File: src/rtl/beat_judge_if.sv
// Handshake/bus bundle between the beat timer, key debouncers and the beat judge tracker.
// The master modport drives stimulus and chart writes; the slave modport is the tracker.
interface beat_judge_if #(
   parameter int LANES   = 4,
   parameter int BEAT_W  = 7,
   parameter int CNT_W   = 6,
   parameter int SCORE_W = 10
);
   logic               start;
   logic               loop_en;
   logic               beat_tick;
   logic [LANES-1:0]   key_press;
   logic               chart_we;
   logic [BEAT_W-1:0]  chart_addr;
   logic [LANES-1:0]   chart_data;
   logic [BEAT_W-1:0]  beat_cnt;
   logic [CNT_W-1:0]   note_idx;
   logic [LANES-1:0]   expect_lane;
   logic [SCORE_W-1:0] hit_cnt;
   logic [SCORE_W-1:0] miss_cnt;
   logic [SCORE_W-1:0] combo;
   logic [SCORE_W-1:0] score;
   logic               hit_pulse;
   logic               miss_pulse;
   logic               busy;
   logic               done;

   modport master (
      output start, loop_en, beat_tick, key_press, chart_we, chart_addr, chart_data,
      input  beat_cnt, note_idx, expect_lane, hit_cnt, miss_cnt, combo, score,
             hit_pulse, miss_pulse, busy, done
   );
   modport slave (
      input  start, loop_en, beat_tick, key_press, chart_we, chart_addr, chart_data,
      output beat_cnt, note_idx, expect_lane, hit_cnt, miss_cnt, combo, score,
             hit_pulse, miss_pulse, busy, done
   );
endinterface

File: src/rtl/beat_judge_tracker.sv
// Writable per-lane note chart stepped on beat ticks; judges key presses per lane and keeps
// saturating hit/miss/combo/score counters for the display and score path.
module beat_judge_tracker #(
   parameter int LANES     = 4,
   parameter int BEAT_W    = 7,
   parameter int NUM_BEATS = 96,
   parameter int CNT_W     = 6,
   parameter int SCORE_W   = 10,
   parameter int BONUS_TH  = 8
) (
   input logic          clk,
   input logic          rst_n,
   beat_judge_if.slave  bus
);
   typedef enum logic [1:0] {S_IDLE, S_RUN, S_DONE} state_t;

   // Chart is sized to the full address space so any beat address indexes it directly;
   // entries above NUM_BEATS are never written and stay zero.
   localparam int DEPTH = 2**BEAT_W;

   state_t             state_q, state_d;
   logic [LANES-1:0]   chart_q [DEPTH];
   logic [BEAT_W-1:0]  beat_q, beat_d, beat_nx;
   logic [CNT_W-1:0]   note_q, note_d;
   logic [LANES-1:0]   exp_q, exp_d, h, w, r, chart_nx;
   logic [SCORE_W-1:0] hit_q, hit_d, miss_q, miss_d, combo_q, combo_d, score_q, score_d;
   logic [SCORE_W-1:0] n_hit;
   logic               hit_p_q, hit_p_d, miss_p_q, miss_p_d;

   function automatic logic [SCORE_W-1:0] popcnt(input logic [LANES-1:0] v);
      logic [SCORE_W-1:0] c;
      c = '0;
      for (int i = 0; i < LANES; i++) c = c + SCORE_W'(v[i]);
      return c;
   endfunction

   function automatic logic [SCORE_W-1:0] sat_add(input logic [SCORE_W-1:0] a,
                                                  input logic [SCORE_W-1:0] b);
      logic [SCORE_W:0] s;
      s = {1'b0, a} + {1'b0, b};
      return s[SCORE_W] ? '1 : s[SCORE_W-1:0];
   endfunction

   always_comb begin
      state_d  = state_q;
      beat_d   = beat_q;
      note_d   = note_q;
      exp_d    = exp_q;
      hit_d    = hit_q;
      miss_d   = miss_q;
      combo_d  = combo_q;
      score_d  = score_q;
      hit_p_d  = 1'b0;
      miss_p_d = 1'b0;
      h        = '0;
      w        = '0;
      r        = '0;
      n_hit    = '0;
      beat_nx  = beat_q + BEAT_W'(1);
      chart_nx = chart_q[beat_nx];
      case (state_q)
         S_IDLE, S_DONE: begin
            if (bus.start) begin
               state_d = S_RUN;
               beat_d  = '0;
               note_d  = '0;
               exp_d   = '0;
               hit_d   = '0;
               miss_d  = '0;
               combo_d = '0;
               score_d = '0;
            end
         end
         S_RUN: begin
            // Judge against the window as it stood at the start of the cycle.
            h        = bus.key_press & exp_q;
            w        = bus.key_press & ~exp_q;
            r        = exp_q & ~h;
            n_hit    = popcnt(h);
            hit_d    = sat_add(hit_q, n_hit);
            score_d  = sat_add(score_q, (combo_q >= SCORE_W'(BONUS_TH)) ? n_hit << 1 : n_hit);
            miss_d   = sat_add(miss_q, popcnt(w));
            combo_d  = (w != '0) ? '0 : sat_add(combo_q, n_hit);
            exp_d    = r;
            hit_p_d  = |h;
            miss_p_d = |w;
            if (bus.beat_tick) begin
               miss_d = sat_add(miss_d, popcnt(r));
               if (r != '0) begin
                  combo_d  = '0;
                  miss_p_d = 1'b1;
               end
               if (beat_q >= BEAT_W'(NUM_BEATS)) begin
                  if (bus.loop_en) begin
                     beat_d = BEAT_W'(1);
                     exp_d  = chart_q[1];
                     note_d = CNT_W'(|chart_q[1]);
                  end else begin
                     exp_d   = '0;
                     state_d = S_DONE;
                  end
               end else begin
                  beat_d = beat_nx;
                  exp_d  = chart_nx;
                  if (chart_nx != '0 && note_q != '1) note_d = note_q + CNT_W'(1);
               end
            end
         end
         default: state_d = S_IDLE;
      endcase
   end

   always_ff @(posedge clk) begin
      if (!rst_n) begin
         state_q  <= S_IDLE;
         beat_q   <= '0;
         note_q   <= '0;
         exp_q    <= '0;
         hit_q    <= '0;
         miss_q   <= '0;
         combo_q  <= '0;
         score_q  <= '0;
         hit_p_q  <= 1'b0;
         miss_p_q <= 1'b0;
         for (int i = 0; i < DEPTH; i++) chart_q[i] <= '0;
      end else begin
         state_q  <= state_d;
         beat_q   <= beat_d;
         note_q   <= note_d;
         exp_q    <= exp_d;
         hit_q    <= hit_d;
         miss_q   <= miss_d;
         combo_q  <= combo_d;
         score_q  <= score_d;
         hit_p_q  <= hit_p_d;
         miss_p_q <= miss_p_d;
         if (state_q == S_IDLE && bus.chart_we && bus.chart_addr != '0 &&
             bus.chart_addr <= BEAT_W'(NUM_BEATS))
            chart_q[bus.chart_addr] <= bus.chart_data;
      end
   end

   assign bus.beat_cnt    = beat_q;
   assign bus.note_idx    = note_q;
   assign bus.expect_lane = exp_q;
   assign bus.hit_cnt     = hit_q;
   assign bus.miss_cnt    = miss_q;
   assign bus.combo       = combo_q;
   assign bus.score       = score_q;
   assign bus.hit_pulse   = hit_p_q;
   assign bus.miss_pulse  = miss_p_q;
   assign bus.busy        = (state_q == S_RUN);
   assign bus.done        = (state_q == S_DONE);
endmodule

File: src/flat_wrapper.sv
// flat-port wrapper written by rule: the top's interface ports become plain ports
module beat_judge_tracker_flat 
#(
   parameter int LANES     = 4,
   parameter int BEAT_W    = 7,
   parameter int NUM_BEATS = 96,
   parameter int CNT_W     = 6,
   parameter int SCORE_W   = 10,
   parameter int BONUS_TH  = 8
)
  (clk, rst_n, bus_start, bus_loop_en, bus_beat_tick, bus_key_press, bus_chart_we, bus_chart_addr, bus_chart_data, bus_beat_cnt, bus_note_idx, bus_expect_lane, bus_hit_cnt, bus_miss_cnt, bus_combo, bus_score, bus_hit_pulse, bus_miss_pulse, bus_busy, bus_done);
  beat_judge_if #(.LANES(LANES), .BEAT_W(BEAT_W), .CNT_W(CNT_W), .SCORE_W(SCORE_W)) bus_i ();
  input logic clk;
  input logic rst_n;
  input wire logic [$bits(bus_i.start)-1:0] bus_start;
  input wire logic [$bits(bus_i.loop_en)-1:0] bus_loop_en;
  input wire logic [$bits(bus_i.beat_tick)-1:0] bus_beat_tick;
  input wire logic [$bits(bus_i.key_press)-1:0] bus_key_press;
  input wire logic [$bits(bus_i.chart_we)-1:0] bus_chart_we;
  input wire logic [$bits(bus_i.chart_addr)-1:0] bus_chart_addr;
  input wire logic [$bits(bus_i.chart_data)-1:0] bus_chart_data;
  output wire logic [$bits(bus_i.beat_cnt)-1:0] bus_beat_cnt;
  output wire logic [$bits(bus_i.note_idx)-1:0] bus_note_idx;
  output wire logic [$bits(bus_i.expect_lane)-1:0] bus_expect_lane;
  output wire logic [$bits(bus_i.hit_cnt)-1:0] bus_hit_cnt;
  output wire logic [$bits(bus_i.miss_cnt)-1:0] bus_miss_cnt;
  output wire logic [$bits(bus_i.combo)-1:0] bus_combo;
  output wire logic [$bits(bus_i.score)-1:0] bus_score;
  output wire logic [$bits(bus_i.hit_pulse)-1:0] bus_hit_pulse;
  output wire logic [$bits(bus_i.miss_pulse)-1:0] bus_miss_pulse;
  output wire logic [$bits(bus_i.busy)-1:0] bus_busy;
  output wire logic [$bits(bus_i.done)-1:0] bus_done;
  assign bus_i.start = bus_start;
  assign bus_i.loop_en = bus_loop_en;
  assign bus_i.beat_tick = bus_beat_tick;
  assign bus_i.key_press = bus_key_press;
  assign bus_i.chart_we = bus_chart_we;
  assign bus_i.chart_addr = bus_chart_addr;
  assign bus_i.chart_data = bus_chart_data;
  assign bus_beat_cnt = bus_i.beat_cnt;
  assign bus_note_idx = bus_i.note_idx;
  assign bus_expect_lane = bus_i.expect_lane;
  assign bus_hit_cnt = bus_i.hit_cnt;
  assign bus_miss_cnt = bus_i.miss_cnt;
  assign bus_combo = bus_i.combo;
  assign bus_score = bus_i.score;
  assign bus_hit_pulse = bus_i.hit_pulse;
  assign bus_miss_pulse = bus_i.miss_pulse;
  assign bus_busy = bus_i.busy;
  assign bus_done = bus_i.done;
  beat_judge_tracker #(.LANES(LANES), .BEAT_W(BEAT_W), .NUM_BEATS(NUM_BEATS), .CNT_W(CNT_W), .SCORE_W(SCORE_W), .BONUS_TH(BONUS_TH)) u_core (.clk(clk), .rst_n(rst_n), .bus(bus_i));
endmodule
File: config.mk
export PLATFORM = sky130hd
export DESIGN_NAME = beat_judge_tracker_flat
export DESIGN_NICKNAME = d
export VERILOG_FILES = /design/src/rtl/beat_judge_if.sv /design/src/rtl/beat_judge_tracker.sv /design/src/flat_wrapper.sv
export SDC_FILE = /design/constraint.sdc
export NUM_CORES = 1
export LEC_CHECK = 0
export BUFFER_PORTS_ARGS = -buffer_cell sky130_fd_sc_hd__buf_2
export CORE_ASPECT_RATIO = 1.75
export CORE_MARGIN = 8
export CORE_UTILIZATION = 35
export DETAILED_ROUTE_END_ITERATION = 10
export PLACE_DENSITY = 0.52
export SYNTH_ARGS = -nofsm -noshare
export SYNTH_HDL_FRONTEND = slang
export SYNTH_SLANG_ARGS = --single-unit
File: constraint.sdc
create_clock -name clk -period 5.8 [get_ports clk]
set_input_delay 0.87 -clock clk [delete_from_list [all_inputs] [get_ports clk]]
set_output_delay 0.87 -clock clk [all_outputs]
set_load 0.01 [all_outputs]
Word-level counts from Yosys, hierarchy flattened
Memories as Yosys holds them, arrays and structs flattened.
Cells that the tools add are included.

cells by class
  reduce and logical (&&, ||, !) cells = 20
  magnitude comparators = 3
  mux-type cells = 45
  $add $sub $neg = 16
  bitwise logic cells = 5
  eq/ne operators = 9

operators with widths
  cell                                                                                  number
  10-bit two-way mux                                                                    11
  10-bit one-hot mux with 2 select lines                                                4
  10-bit by 1-bit adder with 10-bit output                                              6
  10-bit by 10-bit adder with 11-bit output                                             5
  7-bit two-way mux                                                                     5
  6-bit two-way mux                                                                     5
  4-bit two-way mux                                                                     5
  4-bit OR reduction                                                                    4
  7-bit one-hot mux with 2 select lines                                                 1
  4-bit bitwise AND                                                                     3
  6-bit one-hot mux with 2 select lines                                                 1
  4-bit nonzero test                                                                    3
  10-bit by 4-bit greater-or-equal comparator with 1-bit output, second input constant  1
  2-bit two-way mux                                                                     4
  4-bit inverter                                                                        2
  4-bit one-hot mux with 2 select lines                                                 1
  4-bit AND reduction                                                                   2
  7-bit by 1-bit adder with 7-bit output, second input constant                         1
  7-bit greater-or-equal comparator, second input constant                              1
  7-bit less-or-equal comparator, second input constant                                 1
  1-bit two-way mux                                                                     7
  7-bit nonzero test                                                                    1
  1-bit by 1-bit adder with 2-bit output                                                3
  6-bit by 1-bit adder with 6-bit output, second input constant                         1
  other kinds (14)                                                                      20

word-level totals
  memories = 1
  bits in writable memories = 512
  bits in registers = 61
  output and inout bits = 61
  input bits = 21

memory list
  name            depth  width  rd ports  clocked after memory_dff  write ports  RTL line                  text
  u_core.chart_q  128    4      2         0                         128          beat_judge_tracker.sv:22  logic [LANES-1:0] chart_q [DEPTH];

Longest topological paths before layout
Gate-level depths: netlist of run 1.

  depth in word-level cells = 11
  gate-level depth with buffers = 24

Worst setup path after synthesis of run 1
No wires, ideal clock.

  path kind = input to register
  start point = input bus_key_press[0]
  end point = register u_core.miss_q[4], in the netlist u_core.bus.miss_cnt[4]
  data arrival time = 4.617 ns
  cell stages on the path = 23
  data required time = 5.683 ns
  slack = 1.066 ns
  cells stage by stage = nor2b_1 > ha_1 > inv_1 > fa_1 > inv_1 > ha_1 > inv_1 > fa_1 > nor2b_1 > or2_2 > clkbuf_1 > nand4_1 > nand2b_1 > ha_1 > fa_1 > a21o_1 > nand2_1 > nor2_1 > nand3_1 > o221ai_1 > a22oi_1 > o211ai_1 > a22o_1

between the ends
  cells in the longest elaborated chain, start to end = 10
  elaborated cells between the ends (all ways) = 16
  classes of those cells = add/sub: 8; mux: 4; bitwise: 4

RTL lines
  item                                                                                                          RTL line                                            text
  start: declaration                                                                                            flat_wrapper.sv:18                                  input wire logic [$bits(bus_i.key_press)-1:0] bus_key_press;
  4-bit bitwise AND, on equally long branches                                                                   beat_judge_tracker.sv:77, beat_judge_tracker.sv:76
  1-bit by 1-bit adder with 2-bit output / 4-bit inverter (equally long branches)                               beat_judge_tracker.sv:33, beat_judge_tracker.sv:78
  10-bit by 1-bit adder with 10-bit output / 4-bit bitwise AND (equally long branches)                          beat_judge_tracker.sv:33, beat_judge_tracker.sv:78
  10-bit by 1-bit adder with 10-bit output / 1-bit by 1-bit adder with 2-bit output (equally long branches)     beat_judge_tracker.sv:33                            for (int i = 0; i < LANES; i++) c = c + SCORE_W'(v[i]);
  10-bit by 10-bit adder with 11-bit output / 10-bit by 1-bit adder with 10-bit output (equally long branches)  beat_judge_tracker.sv:40, beat_judge_tracker.sv:33
  10-bit two-way mux / 10-bit by 1-bit adder with 10-bit output (equally long branches)                         beat_judge_tracker.sv:41, beat_judge_tracker.sv:33
  10-bit by 10-bit adder with 11-bit output                                                                     beat_judge_tracker.sv:40                            s = {1'b0, a} + {1'b0, b};
  10-bit two-way mux                                                                                            beat_judge_tracker.sv:41                            return s[SCORE_W] ? '1 : s[SCORE_W-1:0];
  10-bit two-way mux *                                                                                          beat_judge_tracker.sv:87                            if (bus.beat_tick) begin
  10-bit one-hot mux with 2 select lines *                                                                      beat_judge_tracker.sv:61                            case (state_q)
  end signal: assignment                                                                                        beat_judge_tracker.sv:132                           miss_q <= miss_d;
  end: declaration                                                                                              beat_judge_tracker.sv:26                            logic [SCORE_W-1:0] hit_q, hit_d, miss_q, miss_d, combo_q, combo_d, score_q, score_d;

Mark *: on every way between the ends. The rest lies on a longest branch, timed or not.
A chain may end at the register's enable or synchronous reset.

Final worst setup path of run 1
  start point = register u_core.exp_q[1], in the netlist u_core.bus.expect_lane[1]
  end point = register u_core.miss_q[4], in the netlist u_core.bus.miss_cnt[4]

between the ends
  cells in the longest elaborated chain, start to end = 11
  elaborated cells between the ends (all ways) = 17
  classes of those cells = add/sub: 8; mux: 4; bitwise: 5

RTL lines
  item                                                   RTL line                   text
  start: declaration                                     beat_judge_tracker.sv:25   logic [LANES-1:0] exp_q, exp_d, h, w, r, chart_nx;
  start signal: assignment                               beat_judge_tracker.sv:130  exp_q <= exp_d;
  4-bit inverter                                         beat_judge_tracker.sv:77   w = bus.key_press & ~exp_q;
  4-bit bitwise AND                                      beat_judge_tracker.sv:77
  1-bit by 1-bit adder with 2-bit output                 beat_judge_tracker.sv:33
  10-bit by 1-bit adder with 10-bit output (2 in a row)  beat_judge_tracker.sv:33
  10-bit by 10-bit adder with 11-bit output              beat_judge_tracker.sv:40
  10-bit two-way mux                                     beat_judge_tracker.sv:41
  10-bit by 10-bit adder with 11-bit output              beat_judge_tracker.sv:40
  10-bit two-way mux                                     beat_judge_tracker.sv:41
  10-bit two-way mux *                                   beat_judge_tracker.sv:87
  10-bit one-hot mux with 2 select lines *               beat_judge_tracker.sv:61

Marked as above.

==> metrics.cfg, run 1 <==
[floorplan]
rows = 134
die-area_um2 = 86580
core_area_um2 = 76290
die_h_um = 383.3
start_util = 0.3537
ios = 82
die_w_um = 225.9

[timing]
finalCritPeriodShare = 0.8126
grt_setup_unrepaired = no
worst_pin_slew_ns = 1.081
hold_viol = 0
slew_headroom = 0.2743
fin_crit_ns = 4.713
final_max_slew_viol_count = 0
fmax_mhz = 212.2
final-setup-viol-count = 0
setup_tns_ns = 0
clock-skew-final_ns = 0.03617
timing.hold.ws_ns = 0.4533

[worst_setup_path]
crit-reg2reg-capture = u_core.bus.miss_cnt[4]
crit_path_max_fanout = 8
r2r_start = u_core.bus.expect_lane[1]
cp-start-kind = flop
endpoint_kind = flop
cp_data_arrival_time_ns = 5.22
rr_worst_depth = 22
ff2ff_setup_slack_ns = 1.09
crit_type = flop to flop
cp.required_ns = 6.31

[cts]
numCtsBuffers = 53
cts_setup_buffers = 0
clk_pin_slew_ns = 0.07
cts_max_level = 2
cts_sinks = 573
cts_hold_buf = 0
cts_resized = 0
cts_tree = built
cts_max_path_buffers = 3
clock_latency_ns = 0.64
ctsRootBufferMaster = clkbuf_16

[drt]
finalWirelength_um = 71860
dr.pass1.iters = 5
drt-initial-drc-count = 1230
vias_per_cell = 5.157
drc = 0
drtAntennaViolNets = 0
vias = 17210
wl_per_cell_um = 21.54

[finish]
drive_gt1_frac = 0.1476
nNetsFinal = 2330
layout_commonest_cell = edfxtp_1
antenna_cells = 0
final_cell_mix = edfxtp_1 (512), nor2_1 (441), nand2_1 (208)
area_growth_pct = 12.82

[place]
port_buffers = 81
place_hpwl_um = 50920
gp_congestion = 0.8481

[logic_synthesis]
ys_seq_area_frac = 0.6151
yosys-top-cells-area = edfxtp_1 (57%), mux4_2 (8.8%), nor2_1 (6.2%), dfxtp_1 (4.5%), nand2_1 (3.0%)
yosysUniqueCellTypes = 78
synthArstFlopShare = 0
synthesis.area_um2 = 26980
postSynthAreaPerCell_um2 = 12.74
synth_edf_count = 512
synth_top_area_share = 0.5698
ys_ff_latch = 573
synth-main-ff-cell = edfxtp_1
synthCells = 2117
yosysWarnings = 0
yosysTopAreaCell = edfxtp_1

[run]
cap_violations = 0

[worst_hold_path]
hold_path_class = flop to flop
min_from = u_core.bus.hit_cnt[0]
hold_end = u_core.bus.hit_cnt[0]
worstHoldPathCells = 2

[pwr]
vdd_drop_max_uv = 220.3
p_per_area_nw_per_um2 = 296.0
p_leak_uw = 0.01057

[grt]
gr-usage-met3 = 0.02049
overflow = 0
grt_pass1_wl_um = 107800
track_usage = 0.1649
grt_max_degree = 72
busiest_layer = met2
grt_util_met1 = 0.1662
use_met2 = 0.3253
grt_pass1_vias = 17920
antenna_found_initial = 2

[outcome]
status = completed

[power by group]
part,leakage (uW),internal (uW),switching [uW]
logic,0.00407,230,400
clock network,0.000869,2070,1580
registers,0.00563,4670,55.2
total,0.0106,6970,2040
[cell families after synthesis]
logic type / share of synthesized area
AO/OA/AOI/OAI: 0.07049
XOR/XNOR: 0.009136
adder cells (fa/ha/maj): 0.01846
buffers and inverters: 0.03756
flip-flops: 0.6151
multiplexers: 0.1185
other: 0.0001390
AND/OR/NAND/NOR: 0.1306
[through the flow]
stage	setup WS (ns)	total power [uW]	util	std cells	area (um2)
3_3_place_gp	0.5962	5442	0.3755	3239	28650
2_1_floorplan	1.066	5241	-	2244	27460
4_1_cts	1.125	9113	0.3990	3337	30440
3_5_place_dp	0.5204	5458	0.3755	3239	28650
5_1_grt	0.7376	9310	0.3990	3337	30440
6_report	1.087	9010	0.3990	3337	30440
[per-layer routing]
metal  wire length, um  vias to the layer above
met5                26                        -
met4              3537                        4
met2             40300                      465
met3              3027                      150
li1                  -                     7978
met1             24970                     8612
[area by class of cell]
class | count | area (um2)
fill | 7190 | 45850
sequential | 573 | 16600
multi-input combinational | 1479 | 9915
clock buffer | 61 | 1378
tap | 1020 | 1276
timing repair buffer | 108 | 635.6
clock inverter | 37 | 414.1
inverter | 59 | 221.5
[worst max-delay path, cell delays in order, from the launching register on]
cell      delay, ns
dfxtp_1        0.38
nand2b_1       0.15
inv_1          0.05
ha_1           0.26
inv_1          0.05
fa_1           0.45
inv_1          0.08
ha_1           0.16
inv_1          0.05
fa_1           0.38
nor2b_1        0.30
or2_2          0.23
nand4_1        0.30
nand2b_1       0.23
ha_1           0.21
fa_1           0.21
a21o_1         0.14
nand2_1        0.16
a21oi_1        0.22
o221ai_1       0.14
a22oi_1        0.16
o211ai_1       0.11
a22o_1         0.19
[synth_stat cells (all sizes together) (3+ instances only)]
library cell	n
edfxtp	512
nor2	444
nand2	215
o21ai	152
mux4	120
clkbuf	88
dfxtp	61
inv	59
a21oi	51
nand3	48
buf	45
mux2i	37
and3	27
ha	27
nor3	21
nand2b	17
a21o	15
nor2b	15
a31oi	11
and2	11
o22ai	11
xnor2	11
a22o	9
a32oi	9
xor2	9
fa	8
nand4	7
nor4	7
mux2	6
nor3b	6
a211o	5
a311o	5
o31ai	5
a2111o	4
o311ai	4
a32o	3
o211ai	3
o21a	3
[how the worst max path moves through the flow]
stage,from,endpoint,slack [ns],cells past startpoint
2_1_floorplan,bus_key_press[0],u_core.bus.miss_cnt[4],1.07,23
3_3_place_gp,bus_key_press[0],u_core.bus.miss_cnt[4],0.60,22
3_5_place_dp,bus_key_press[0],u_core.bus.miss_cnt[4],0.52,22
4_1_cts,u_core.bus.expect_lane[1],u_core.bus.miss_cnt[4],1.13,22
5_1_grt,u_core.bus.expect_lane[1],u_core.bus.miss_cnt[4],0.74,22
6_report,u_core.bus.expect_lane[1],u_core.bus.miss_cnt[4],1.09,22
[flip-flops by register name, indices dropped and copies added, names as in the netlist]
register,cells
u_core.chart_q,512
u_core.bus.combo,10
u_core.bus.hit_cnt,10
u_core.bus.miss_cnt,10
u_core.bus.score,10
u_core.bus.beat_cnt,7
u_core.bus.note_idx,6
u_core.bus.expect_lane,4
u_core.state_q,2
u_core.bus.hit_pulse,1
u_core.bus.miss_pulse,1
(Power assumes the default switching activity.)
==> inputs of run 2 (changes only) <==
PLACE_DENSITY = 0.54   (was 0.52)
clock period = 4.15 ns   (was 5.8 ns; I/O delays follow)
==> metrics.cfg, run 2 (same netlist as run 1, synthesis figures left out) <==
[floorplan]
die-area_um2 = 86580  ; unchanged
ios = 82  ; unchanged
die_h_um = 383.3  ; unchanged
start_util = 0.3537  ; unchanged
core_area_um2 = 76290  ; unchanged
rows = 134  ; unchanged
die_w_um = 225.9  ; unchanged

[place]
dp_cells = 3292  ; +1.6%
gp_congestion = 0.8494  ; +0.15%
place_hpwl_um = 51730  ; +1.6%
port_buffers = 81  ; unchanged

[worst_setup_path]
cp-start-kind = flop
cp.required_ns = 4.66  ; -1.65 ns
endpoint_kind = flop
slowest_delay_ns = 0.52  ; +0.07 ns
cp_cell_sequence = nand2b_4 > inv_2 > ha_4 > inv_2 > fa_2 > inv_2 > ha_4 > inv_2 > fa_2 > nor2b_4 > or2_4 > nand4_1 > nand2b_1 > ha_2 > fa_2 > a21o_1 > nand2_4 > nor2_4 > nand3_2 > o221ai_2 > a22oi_1 > o211ai_1 > a22o_1
crit_family = adder cells
cp.depth = 23  ; +4.5%
critPathMostFrequentCell = inv_2
critPathSlowestCell = fa_2
crit_buf_inv = 4  ; unchanged
rr_worst_depth = 23  ; +4.5%
cp_data_arrival_time_ns = 4.59  ; -0.63 ns
crit_type = flop to flop
crit_path_max_fanout = 8  ; unchanged

[cts]
cts_max_level = 2  ; unchanged
clk_pin_slew_ns = 0.07  ; about the same
numCtsBuffers = 54  ; +1.9%
cts_hold_buf = 0  ; unchanged
clock_latency_ns = 0.64  ; about the same
cts_sinks = 573  ; unchanged
cts_max_path_buffers = 3  ; unchanged
cts_tree = built
ctsRootBufferMaster = clkbuf_16

[grt]
grt_max_degree = 79  ; +9.7%
antenna_found_initial = 4  ; +2
overflow = 0  ; unchanged
track_usage = 0.1650  ; about the same
grt_pass1_wl_um = 108600  ; +0.74%
grt_pass1_vias = 18270  ; +2.0%

[pwr]
pwr-share-clk = 0.395  ; -0.010
p_per_area_nw_per_um2 = 403.0  ; +36%
p_leak_uw = 0.01084  ; +2.6%
power_uw = 12480  ; +38%
seq_power_share = 0.530  ; +0.005
switchingPower_uw = 2874  ; +41%
switching_share = 0.2303  ; +0.004069
p_int_uw = 9604  ; +38%
vdd_drop_max_uv = 320.7  ; +46%
combPwrFrac = 0.075  ; +0.005

[timing]
slew_headroom = 0.3185  ; +0.04415
finalCritPeriodShare = 0.9840  ; +0.1713
grt_setup_unrepaired = yes
hold_viol = 0  ; unchanged
setup_tns_ns = 0  ; unchanged
clock-skew-final_ns = 0.03131  ; -0.004863 ns
worst_pin_slew_ns = 1.013  ; -0.06780 ns
fmax_mhz = 244.9  ; +15%
final-setup-viol-count = 0  ; unchanged
fin_crit_ns = 4.083  ; -0.6298 ns
final_max_slew_viol_count = 0  ; unchanged

[outcome]
status = completed

[drt]
vias_per_cell = 5.173  ; +0.31%
dr.pass1.iters = 5  ; unchanged
wl_per_cell_um = 21.29  ; -1.1%
drc = 0  ; unchanged
drtAntennaViolNets = 0  ; unchanged
finalWirelength_um = 72250  ; +0.54%
drt-initial-drc-count = 1312  ; +6.7%
vias = 17560  ; +2.0%

[finish]
nNetsFinal = 2386  ; +2.4%
layout_commonest_cell = edfxtp_1
area_growth_pct = 14.77
largest_register_ffs = 512  ; unchanged
final_cell_mix = edfxtp_1 (512), nor2_1 (440), nand2_1 (206)
fill_cells = 7132  ; -0.81%
utilization = 0.4059  ; +0.006889
largest_register = u_core.chart_q
fin_cells = 3394  ; +1.7%
drive_gt1_frac = 0.1766  ; +0.02897

[worst_hold_path]
hold_path_class = input port to flop
worstHoldPathCells = 3  ; +1

[run]
cap_violations = 0  ; unchanged

-- run 2: changes by cell type in the layout (fill, tap and decap cells not counted), sizes merged --
cell      before  now
buf          108  163
bufinv         8    5
clkbuf        61   64
clkinv        23   24
clkinvlp       4    5
diode          0    1
inv           61   60
-- run 2: per-stage QoR --
step,hold slack (ns),instance area [um2],worst slack [ns]
floorplan,0.4785,27510,-0.1375
global placement,0.4432,29150,-0.3103
detailed placement,0.4554,29150,-0.3308
CTS,0.2955,30870,0.03490
global route,0.3183,30960,-0.08904
finish,0.3202,30960,0.06651
-- run 2: per-layer routing --
metal	wire [um]	GRT usage	part of all wire	vias to the layer above
li1	-	-	-	8091
met1	24290	0.1626	0.34	8761
met2	41740	0.3370	0.58	567
met3	3817	0.02492	0.053	132
met4	2365	0.05755	0.033	6
met5	39	0	0.00054	-
-- run 2: what timing repair did --
| item | 4_1_cts | 5_1_grt |
|---|---|---|
| resized for setup | 0 | 18 |
| endpoints found under the setup margin | 0 | 10 |
| buffers inserted | 0 | 2 |
-- run 2: area by class of cell --
type,instances,area (um2),share of cell area
Sequential cell,573,16600,0.5361
Multi-Input combinational cell,1479,10030,0.3240
Clock buffer,64,1389,0.04485
Tap cell,1020,1276,0.04122
Timing Repair Buffer,163,1111,0.03588
Clock inverter,35,330.3,0.01067
Inverter,59,221.5,0.007152
Antenna cell,1,2.502,0.00008081
-- run 2: power by group through the flow --
stage | sequential (uW) | combinational [uW] | clock (uW)
2_1_floorplan | 6700 | 635 | 0
3_3_place_gp | 6730 | 914 | 0
3_5_place_dp | 6740 | 929 | 0
4_1_cts | 6620 | 932 | 5040
5_1_grt | 6630 | 1010 | 5220
6_report | 6610 | 931 | 4930
-- run 2: worst reg2reg max path, delay by kind of cell (launching register included) --
family                     cells  cell delay (ns)
DFF                            1             0.33
adders and majority gates      6             1.76
AOI/OAI and AO/OA              5             0.78
buffers and inverters          4             0.16
and+or+nand+nor                8             0.96
-- run 2: worst paths after layout --
path / to / slack (ns) / from
max reg2reg: u_core.bus.miss_cnt[4] / 0.07 / u_core.bus.expect_lane[1]
max: u_core.bus.miss_cnt[4] / 0.07 / u_core.bus.expect_lane[1]
min: u_core.state_q[1] / 0.32 / bus_start
min reg2reg: u_core.bus.score[0] / 0.46 / u_core.bus.score[0]
